## src/rtl/processor_control_unit.sv

```systemverilog
`default_nettype none
// ============================================================================
// Module      : processor_control_unit
// Description : Multi-cycle instruction sequencer. Steps through
//               FETCH/DECODE/EXECUTE/WRITEBACK, waits on RAM with a bounded
//               handshake, and supports HALT/resume and a sticky FAULT state.
//               All strobes are Moore outputs of the registered state.
// Revision    : 1.0 - initial release
// ============================================================================
module processor_control_unit #(
    parameter int         DATA_WIDTH = 16,
    parameter logic [3:0] ALU_OP     = 4'h1,
    parameter logic [3:0] ROM_OP     = 4'h3,
    parameter logic [3:0] RAM_OP     = 4'h4,
    parameter logic [3:0] PC_OP      = 4'h7,
    parameter logic [3:0] HALT_OP    = 4'hF,
    parameter int         TIMEOUT    = 8
) (
    input  logic                  clk,
    input  logic                  reset,
    input  logic                  run,
    input  logic [DATA_WIDTH-1:0] opcode,
    input  logic                  mem_ready,
    output logic                  pc_read_enable,
    output logic                  pc_enable,
    output logic                  alu_read_enable,
    output logic                  ram_read_enable,
    output logic                  ram_write_enable,
    output logic [2:0]            state,
    output logic                  halted,
    output logic                  fault,
    output logic [DATA_WIDTH-1:0] instr_count
);

    localparam logic [2:0] c_IDLE      = 3'd0;
    localparam logic [2:0] c_FETCH     = 3'd1;
    localparam logic [2:0] c_DECODE    = 3'd2;
    localparam logic [2:0] c_EXECUTE   = 3'd3;
    localparam logic [2:0] c_MEM_WAIT  = 3'd4;
    localparam logic [2:0] c_WRITEBACK = 3'd5;
    localparam logic [2:0] c_HALT      = 3'd6;
    localparam logic [2:0] c_FAULT     = 3'd7;

    // Wait counter value on the last permitted MEM_WAIT cycle (TIMEOUT is 1..255)
    localparam logic [7:0]            c_WAIT_LAST = 8'(TIMEOUT - 1);
    localparam logic [DATA_WIDTH-1:0] c_COUNT_ONE = {{(DATA_WIDTH-1){1'b0}}, 1'b1};

    logic [2:0]            r_state;
    logic [2:0]            w_next_state;
    logic [3:0]            r_class;
    logic                  r_write;
    logic [7:0]            r_wait;
    logic [DATA_WIDTH-1:0] r_instr_count;

    logic [3:0]            w_op_class;
    logic                  w_op_write;

    assign w_op_class = opcode[DATA_WIDTH-1 -: 4];
    assign w_op_write = opcode[DATA_WIDTH-5];

    // Operand bits below the write bit are not used by the sequencer
    generate
        if (DATA_WIDTH > 5) begin : g_unused_bits
            logic w_unused_low_bits;
            assign w_unused_low_bits = ^opcode[DATA_WIDTH-6:0];
        end
    endgenerate

    // State register; reset forces IDLE asynchronously so strobes drop at once
    always_ff @(posedge clk or negedge reset) begin
        if (!reset) r_state <= c_IDLE;
        else        r_state <= w_next_state;
    end

    // Capture instruction class and write bit while in DECODE
    always_ff @(posedge clk or negedge reset) begin
        if (!reset) begin
            r_class <= 4'd0;
            r_write <= 1'b0;
        end else if (r_state == c_DECODE) begin
            r_class <= w_op_class;
            r_write <= w_op_write;
        end
    end

    // MEM_WAIT cycle counter, held at zero outside MEM_WAIT so it is clear on entry
    always_ff @(posedge clk or negedge reset) begin
        if (!reset)                     r_wait <= 8'd0;
        else if (r_state == c_MEM_WAIT) r_wait <= r_wait + 8'd1;
        else                            r_wait <= 8'd0;
    end

    // Retired-instruction counter, wraps naturally at 2^DATA_WIDTH
    always_ff @(posedge clk or negedge reset) begin
        if (!reset)                      r_instr_count <= '0;
        else if (r_state == c_WRITEBACK) r_instr_count <= r_instr_count + c_COUNT_ONE;
    end

    // Next-state decode; mem_ready beats the timeout on the final wait cycle
    always_comb begin
        w_next_state = r_state;
        case (r_state)
            c_IDLE:      if (run) w_next_state = c_FETCH;
            c_FETCH:     w_next_state = c_DECODE;
            c_DECODE: begin
                if (w_op_class == ALU_OP || w_op_class == ROM_OP || w_op_class == PC_OP)
                    w_next_state = c_EXECUTE;
                else if (w_op_class == RAM_OP)
                    w_next_state = c_MEM_WAIT;
                else if (w_op_class == HALT_OP)
                    w_next_state = c_HALT;
                else
                    w_next_state = c_FAULT;
            end
            c_EXECUTE:   w_next_state = c_WRITEBACK;
            c_MEM_WAIT: begin
                if (mem_ready)                 w_next_state = c_WRITEBACK;
                else if (r_wait == c_WAIT_LAST) w_next_state = c_FAULT;
            end
            c_WRITEBACK: w_next_state = c_FETCH;
            c_HALT:      if (run) w_next_state = c_FETCH;
            c_FAULT:     w_next_state = c_FAULT;
            default:     w_next_state = c_FAULT;
        endcase
    end

    // Moore strobes from registered state and latched class
    always_comb begin
        pc_read_enable   = 1'b0;
        pc_enable        = 1'b0;
        alu_read_enable  = 1'b0;
        ram_read_enable  = 1'b0;
        ram_write_enable = 1'b0;
        case (r_state)
            c_FETCH: begin
                pc_read_enable = 1'b1;
                pc_enable      = 1'b1;
            end
            c_EXECUTE: begin
                alu_read_enable = (r_class == ALU_OP);
                pc_enable       = (r_class == PC_OP);
            end
            c_MEM_WAIT: begin
                ram_write_enable = r_write;
                ram_read_enable  = ~r_write;
            end
            default: ;
        endcase
    end

    assign state       = r_state;
    assign halted      = (r_state == c_HALT);
    assign fault       = (r_state == c_FAULT);
    assign instr_count = r_instr_count;

endmodule
`default_nettype wire

```

## config.mk

```make
export PLATFORM = sky130hd
export DESIGN_NAME = processor_control_unit
export DESIGN_NICKNAME = d
export VERILOG_FILES = /design/src/rtl/processor_control_unit.sv
export SDC_FILE = /design/constraint.sdc
export NUM_CORES = 1
export LEC_CHECK = 0
export ABC_AREA = 1
export CAP_MARGIN = 20
export CORE_MARGIN = 2
export CORE_UTILIZATION = 51
export CTS_CLUSTER_SIZE = 28
export DETAILED_ROUTE_END_ITERATION = 12
export HOLD_SLACK_MARGIN = 0.02
export PLACE_DENSITY = 0.85
export REMOVE_ABC_BUFFERS = 1
export SYNTH_ARGS = -nofsm -noshare
export SYNTH_HDL_FRONTEND = slang
export SYNTH_SLANG_ARGS = --single-unit
export TNS_END_PERCENT = 20
```

## constraint.sdc

```tcl
create_clock -name clk -period 3.6 [get_ports clk]
set_input_delay 0.36 -clock clk [delete_from_list [all_inputs] [get_ports clk]]
set_output_delay 0.36 -clock clk [all_outputs]
set_load 0.02 [all_outputs]
```

-- Yosys cells after proc, flatten, opt, wreduce, memory -nomap -nowiden
Index checks and enable logic that the tools add are counted.
- input port bits: 20
- register bits after elaboration: 32
- word-level logic and storage cells: 43
- output and inout bits: 26
- bitwise operators: 1
- multiplexer cells: 13
- reduce and logical (&&, ||, !) cells: 5
- equality and inequality tests: 17
- $add $sub $neg: 2
- operators with widths (operator ; count):
    3-bit case mux with 7 select lines ; 1
    16-bit by 1-bit adder with 16-bit output, second input constant ; 1
    3-bit equality test, second input constant ; 4
    4-bit by 3-bit equality test with 1-bit output, second input constant ; 3
    3-bit 2-to-1 mux ; 4
    8-bit by 1-bit adder with 8-bit output, second input constant ; 1
    4-bit by 1-bit equality test with 1-bit output, second input constant ; 2
    8-bit by 3-bit equality test with 1-bit output, second input constant ; 1
    8-bit 2-to-1 mux ; 1
    3-bit by 2-bit equality test with 1-bit output, second input constant ; 2
    1-bit 2-to-1 mux ; 5
    4-bit by 2-bit equality test with 1-bit output, second input constant ; 1
    4-bit equality test, second input constant ; 1
    3-bit by 1-bit equality test with 1-bit output, second input constant ; 1
    3-bit zero test ; 1
    3-bit by 2-bit inequality test with 1-bit output, second input constant ; 1
    1-bit logical OR ; 2
    2-bit 2-to-1 mux ; 1
    2-bit by 1-bit inequality test with 1-bit output, second input constant ; 1
    1-bit case mux with 2 select lines ; 1
    2-bit AND reduction ; 1
    2-bit OR reduction ; 1
    1-bit inverter ; 1

-- Logic depth before layout (Yosys ltp)
Gate-level depths: netlist of the first run.
- depth in word-level cells: 5
- mapped depth: 8
- gate-level depth less buffers: 8

-- Worst setup path after synthesis of the first run
Ideal clock, no wire load.
- kind: reg2out
- from: register r_state[2] (netlist: state[2])
- to: output port alu_read_enable
- arrival time: 1.447 ns
- slack: 1.793 ns
- required time: 3.240 ns
- stages on the path, launching flop included: 5
- buffers on the path: 1
- cell sequence: dfrtp_1 buf_2 inv_1 nand3_1 nor4_1
- word-level cells in the longest chain between the ends: 2
- ends and longest elaborated chain (what ; line ; source):
    from (decl) ; 48 ; logic [2:0] r_state;
    from (signal assigned) ; 71 ; if (!reset) r_state <= c_IDLE;
    from (signal assigned) ; 72 ; else r_state <= w_next_state;
    3-bit by 2-bit equality test with 1-bit output ; 134 ; case (r_state)
    1-bit 2-to-1 mux ; 134 ;
    to (decl) ; 26 ; output logic alu_read_enable,
Every way passes these cells.

-- Final worst setup path of the first run
Ends and elaborated chain as after synthesis.

==> impl_metrics.csv, run 1 <==
group,metric,value,unit
grt,antenna_found_initial,0,
routing,drt_first_pass_iters,4,
routing,drc,0,
routing,post_drt_wl_per_cell,10.4,µm
synthesis,netlist_instances,208,
setup_path,critPathMaxFanout,10,
power_and_ir_drop,combPwrFrac,38.4,%
die,die-area,3660,µm²
final_layout,area_delta_synth_final,29.2,%
power_and_ir_drop,leakagePower,1.02,nW
synthesis,synth.most_common_cell,"nand2_1",
power_and_ir_drop,power_frac_seq,41.1,%
power_and_ir_drop,p_per_area,613,nW/µm²
routing,routed.top_layer,"met4",
routing,viasPerCell,4.78,
clock_tree,cts.sinks,32,
die,io_pins,46,
timing,timing.final.hold_violations,0,
final_layout,n_antenna_cell,0,
synthesis,syn-cell-area,1630,µm²
grt,track_usage,19.4,%
grt,grt_pass1_wl,5.38,mm
synthesis,ys_types,21,
placement,hpwl,2.37,mm
final_layout,layout.nets,271,
placement,gp_congestion,0.826,
timing,worstMarginPinSlew,0.398,ns
timing,finalMaxSlewViolations,0,
timing,slew-limit-headroom,73.4,%
synthesis,synth_common_cells,"54 x nand2_1, 34 x nor2_1, 32 x dfrtp_1",
synthesis,ys_warn_count,0,
synthesis,synthArstFlopShare,100,%
clock_tree,ctsHoldBuffers,0,
final_layout,final-seq-area,801,µm²
clock_tree,numCtsBuffers,5,
synthesis,synth_edf_count,0,
die,core,3050,µm²
clock_tree,cts-root-buf,"clkbuf_4",
routing,route.met3.wl,108,µm
grt,grt_max_degree,33,
routing,ant_nets,0,
clock_tree,cts_setup_buffers,0,
synthesis,synth.area.mux_share,0.692,%
worst_hold_path,hold_path.class,"in2async",
setup_path,crit_chain,"inv_1 > nand3_1 > nor4_1 > clkdlybuf4s50_1",
clock_tree,htree_levels,2,
setup_path,cp-end-kind,"output pin",
power_and_ir_drop,irDropWorstVdd,0.000500,V
synthesis,yosys.area.top_type,"dfrtp_1",
routing,met1_length,1.54,mm
timing,holdWs,0.418,ns
routing,drtIter0Drc,48,
die,die_h,60.5,µm
clock_tree,cts_resized,0,
synthesis,ys_seq_elements,32,
job,drv_cap,0,
routing,wirelength,3.06,mm
run_status,status,"finished clean",
power_and_ir_drop,switching_share,37.9,%
power_and_ir_drop,internal-power,799,µW
routing,dr_wl_met2,1.38,mm
synthesis,ys.flop_type,"dfrtp_1",
setup_path,worst_setup_path_start_kind,"flip-flop",
grt,grt_pass1_vias,1270,
clock_tree,clock_path_buffers,2,
synthesis,synth.avg_cell_area,7.82,µm²
grt,grt-ovfl-total,0,
power_and_ir_drop,p_switching,488,µW
power_and_ir_drop,power_frac_clock,20.5,%
placement,place_ws,1.66,ns
clock_tree,tritoncts,"done",
synthesis,seq_area_frac_synth,49.2,%
die,start_util,53.3,%
clock_tree,clk_latency,0.32,ns
timing,rsz0062_at_grt,"no",
die,num_rows,20,
placement,io_buffers,34,
timing,setup_tns,0,ns
setup_path,arrival,1.96,ns
die,die_w,60.5,µm
setup_path,worst_path_largest_cell_delay,0.66,ns
timing,max_freq,430,MHz
synthesis,synth_top_family_by_area,"simple AND/OR/NAND/NOR gates",
timing,min_period,2.32,ns
timing,finClkSkew,0.00586,ns
setup_path,crit_required,3.24,ns
final_layout,multi_input_area,712,µm²
synthesis,synth_xor_area_share,5.92,%
routing,vias,1404,
synthesis,synthAdderAreaFrac,1.54,%
setup_path,cp_slowest_cell,"clkdlybuf4s50_1",
clock_tree,clkTransAtPathRegs,0.10,ns
timing,setup_viol,0,
final_layout,drive_gt1_share,5.20,%
synthesis,synth_compound_gate_area_share,5.54,%
timing,worst_slack,1.28,ns
final_layout,fill_cells,261,
synthesis,synth_area_leaders,"dfrtp_1 49%, nand2_1 12%, nor2_1 7.8%, inv_1 6.7%, nand3_1 3.7%",
timing,fin_crit_sh,64.6,%
setup_path,critical_path_class,"reg2out",
synthesis,synthSimpleGateAreaFrac,30.1,%
synthesis,synth_top_area_share,49.2,%
==> placed cells by master (no fill, tap or decap) <==
cell / n
clkinv_2: 1
buf_4: 1
bufinv_16: 1
clkbuf_4: 5
o21ai_1: 1
nand3_2: 1
nor2_4: 1
a21oi_1: 6
xnor2_1: 5
nor2_2: 1
nand3_1: 12
dfrtp_1: 32
nand4_1: 6
nor2_1: 34
nor4_1: 1
xor2_1: 6
ha_1: 2
clkdlybuf4s50_1: 34
nand3b_1: 1
nor3_1: 2
clkbuf_1: 1
nor3_2: 1
o21ai_0: 11
mux2_2: 1
nand2_1: 54
inv_1: 29
==> critical path, delay by kind of cell, from the launching register on <==
kind	cells	cell delay, ns
and+or+nand+nor	2	0.32
buffers and inverters	2	0.82
DFF	1	0.50
==> sequential cells by signal, indices dropped and copies added (netlist names) <==
signal and cells:
instr_count 16, r_wait 8, r_class 4, state 3, r_write 1
==> final timing paths <==
kind | slack (ns) | to | cells after the start | startpoint
worst max register to register | 2.09 | state[0]$_DFFE_PN0P_ | 7 | state[2]$_DFFE_PN0P_
worst min-delay path | 0.42 | r_wait[0]$_DFF_PN0_ | 2 | reset
max in group asynchronous | 2.89 | instr_count[13]$_DFFE_PN0P_ | 2 | reset
min in group clk | 0.47 | r_wait[0]$_DFF_PN0_ | 1 | r_wait[0]$_DFF_PN0_
worst max-delay path | 1.28 | alu_read_enable | 4 | state[2]$_DFFE_PN0P_
worst min register to register | 0.47 | r_wait[0]$_DFF_PN0_ | 1 | r_wait[0]$_DFF_PN0_
==> final cells by class <==
type | instances | share of cell area, %
tap | 44 | 2.62
multi-input combinational | 146 | 33.9
clock inverter | 2 | 1.67
timing repair buffer | 35 | 16.6
sequential | 32 | 38.1
inverter | 29 | 5.18
clock buffer | 6 | 1.97
==> routing by layer <==
metal / global-route usage [%] / vias up
met5: 0 / -
met4: 7.45 / 0
met3: 4.05 / 4
met2: 30.6 / 28
met1: 26.6 / 635
li1: - / 737
==> stage by stage <==
step / power, mW / cells / cell area (µm²) / utilization, %
2_1_floorplan: 0.822 / 207 / 1620 / -
3_3_place_gp: 1.02 / 286 / 2020 / 66.3
3_5_place_dp: 1.03 / 286 / 2020 / 66.3
4_1_cts: 1.30 / 294 / 2100 / 68.8
5_1_grt: 1.37 / 294 / 2100 / 68.8
6_report: 1.29 / 294 / 2100 / 68.8
==> kinds of logic (layout without fill, tap and decap cells) <==
kind of cell,Yosys count,count (layout)
and+or+nand+nor,114,114
DFF,32,32
buffers and inverters,30,72
AOI/OAI and AO/OA,18,18
xor gates and xnor gates,11,11
adders and majority gates,2,2
muxes,1,1
==> power groups by stage <==
stage	logic (mW)	clock network, mW	registers, mW
global placement	0.488	0	0.533
finish	0.494	0.264	0.529
floorplan	0.251	0	0.571
CTS	0.499	0.269	0.528
global route	0.549	0.282	0.541
detailed placement	0.497	0	0.536
Power figures use the tool's default switching activity.
==> run 2, diff against run 1 <==
--- a/config.mk
+++ b/config.mk
@@ -8,11 +8,11 @@
 export ABC_AREA = 1
 export CAP_MARGIN = 20
 export CORE_MARGIN = 2
-export CORE_UTILIZATION = 51
+export CORE_UTILIZATION = 47
 export CTS_CLUSTER_SIZE = 28
 export DETAILED_ROUTE_END_ITERATION = 12
 export HOLD_SLACK_MARGIN = 0.02
-export PLACE_DENSITY = 0.85
+export PLACE_DENSITY = 0.79
 export REMOVE_ABC_BUFFERS = 1
 export SYNTH_ARGS = -nofsm -noshare
 export SYNTH_HDL_FRONTEND = slang
==> constraint.sdc (replaced) <==
create_clock -name clk -period 2.3 [get_ports clk]
set_input_delay 0.23 -clock clk [delete_from_list [all_inputs] [get_ports clk]]
set_output_delay 0.23 -clock clk [all_outputs]
set_load 0.02 [all_outputs]
==> run 2 against run 1 <==
Against the previous run: non-clock buffer count stayed put; highest routed layer unchanged; register-to-register slack lost 1.4 ns; critical path type unchanged; clock skew grew 0.0046 ns; total power increased by 58%; wire length is 4.1% higher.
==> impl_metrics.csv, run 2 (synthesis results as in run 1) <==
group,metric,value,unit
run_status,status,"finished clean",
placement,hpwl,2.39,mm
clock_tree,numCtsBuffers,5,
final_layout,n_antenna_cell,0,
placement,dp.cells,288,
final_layout,area_delta_synth_final,29.9,%
setup_path,timing.rr.start,"state[2]$_DFFE_PN0P_",
die,core,3340,µm²
final_layout,fill_cells,311,
timing,fin_crit_sh,91.7,%
clock_tree,cts_resized,0,
timing,max_freq,474,MHz
setup_path,crit_chain,"nor2_1 > nand2_1 > nor2_1 > clkdlybuf4s50_1",
final_layout,largest_reg_flops,16,
clock_tree,htree_levels,2,
grt,grt-ovfl-total,0,
setup_path,cp-end-kind,"output pin",
final_layout,instances_no_fill,296,
worst_hold_path,hold_path.class,"in2async",
grt,track_usage,17.9,%
die,die-area,3950,µm²
timing,min_period,2.11,ns
power_and_ir_drop,p_per_area,962,nW/µm²
setup_path,arrival,1.88,ns
final_layout,layout.nets,271,
placement,gp_congestion,0.788,
timing,setup_viol,0,
setup_path,reg2regPathDepth,7,
grt,antenna_found_initial,0,
clock_tree,clkTransAtPathRegs,0.11,ns
timing,slew-limit-headroom,71.9,%
clock_tree,ctsHoldBuffers,0,
routing,vias,1431,
routing,dr_wl_met2,1.52,mm
setup_path,worst_path_largest_cell_delay,0.61,ns
die,die_w,62.8,µm
power_and_ir_drop,irDropWorstVdd,0.000706,V
clock_tree,clock_path_buffers,2,
routing,drc,0,
final_layout,drive_gt1_share,6.00,%
setup_path,crit_path_frequent_cell,"nor2_1",
setup_path,r2r_setup_slack,0.71,ns
routing,route.met3.wl,122,µm
routing,viasPerCell,4.83,
die,num_rows,21,
clock_tree,cts-root-buf,"clkbuf_4",
setup_path,cp_slowest_cell,"clkdlybuf4s50_1",
die,die_h,62.8,µm
routing,routed.top_layer,"met4",
grt,grt_pass1_wl,5.64,mm
timing,rsz0062_at_grt,"no",
placement,io_buffers,34,
routing,post_drt_wl_per_cell,10.8,µm
routing,ant_nets,0,
routing,drt_first_pass_iters,4,
clock_tree,clk_latency,0.33,ns
timing,worstMarginPinSlew,0.420,ns
job,drv_cap,0,
setup_path,crit_required,2.07,ns
setup_path,r2r_end,"state[2]$_DFFE_PN0P_",
setup_path,worst_setup_path_start_kind,"flip-flop",
clock_tree,cts.sinks,32,
grt,grt_max_degree,33,
setup_path,critPathMaxFanout,8,
final_layout,final_cell_mix,"54 x nand2_1, 34 x nor2_1, 32 x clkdlybuf4s50_1",
power_and_ir_drop,leakagePower,1.05,nW
clock_tree,cts_setup_buffers,0,
grt,grt_pass1_vias,1307,
timing,finalMaxSlewViolations,0,
die,start_util,48.7,%
clock_tree,tritoncts,"done",
routing,drtIter0Drc,86,
timing,finClkSkew,0.0104,ns
timing,setup_tns,0,ns
setup_path,critical_path_class,"reg2out",
timing,timing.final.hold_violations,0,
routing,wirelength,3.18,mm
final_layout,layout_commonest_cell,"nand2_1",
routing,met1_length,1.47,mm
die,io_pins,46,
[run 2: cell types whose count changed in the layout (fill, tap and decap cells not counted)]
| cell | before | now |
|---|---|---|
| clkdlybuf4s50_1 | 34 | 32 |
| dlymetal6s2s_1 | 0 | 2 |
| clkbuf_1 | 1 | 0 |
| clkinvlp_4 | 0 | 1 |
| dfrtp_1 | 32 | 31 |
| dfrtp_2 | 0 | 1 |
[run 2: how the worst max path moves through the flow]
stage	slack, ns	cells after the start	end	start
3_5_place_dp	0.42	5	alu_read_enable	state[0]$_DFFE_PN0P_
2_1_floorplan	0.65	4	alu_read_enable	state[0]$_DFFE_PN0P_
5_1_grt	0.07	4	ram_read_enable	state[0]$_DFFE_PN0P_
3_3_place_gp	0.45	4	alu_read_enable	state[2]$_DFFE_PN0P_
4_1_cts	0.02	5	alu_read_enable	state[0]$_DFFE_PN0P_
6_report	0.19	4	ram_read_enable	state[0]$_DFFE_PN0P_
[run 2: area by class of cell]
| type | instances | area [µm²] | area share (%) |
|---|---|---|---|
| Clock buffer | 5 | 37.5 | 1.78 |
| Clock inverter | 3 | 42.5 | 2.01 |
| Inverter | 29 | 109 | 5.15 |
| Multi-Input combinational cell | 146 | 712 | 33.7 |
| Sequential cell | 32 | 802 | 38.0 |
| Tap cell | 46 | 57.6 | 2.72 |
| Timing Repair Buffer | 35 | 353 | 16.7 |
[run 2: critical path, delay by kind of cell (launching register included)]
family | cells | cell delay, ns
buffers and inverters | 1 | 0.61
DFF | 1 | 0.49
and+or+nand+nor | 3 | 0.46
[run 2: routing by layer]
layer	track usage (%)	up-vias
li1	-	736
met1	22.9	657
met2	28.1	31
met3	4.32	7
met4	9.44	0
met5	0	-
[run 2: power breakdown]
part / total [mW] / internal, mW / switching, mW
logic: 0.773 / 0.338 / 0.435
clock network: 0.428 / 0.227 / 0.202
registers: 0.832 / 0.684 / 0.148
total: 2.03 / 1.25 / 0.784
[run 2: metrics by stage]
stage | util [%] | hold slack, ns | power, mW | setup WS [ns] | area [µm²]
5_1_grt | 63.3 | 0.292 | 2.17 | 0.0675 | 2110
4_1_cts | 63.1 | 0.275 | 2.05 | 0.0152 | 2110
3_3_place_gp | 60.7 | 0.454 | 1.60 | 0.445 | 2030
2_1_floorplan | - | -0.0656 | 1.29 | 0.646 | 1620
6_report | 63.3 | 0.277 | 2.03 | 0.190 | 2110
3_5_place_dp | 60.7 | 0.463 | 1.62 | 0.422 | 2030
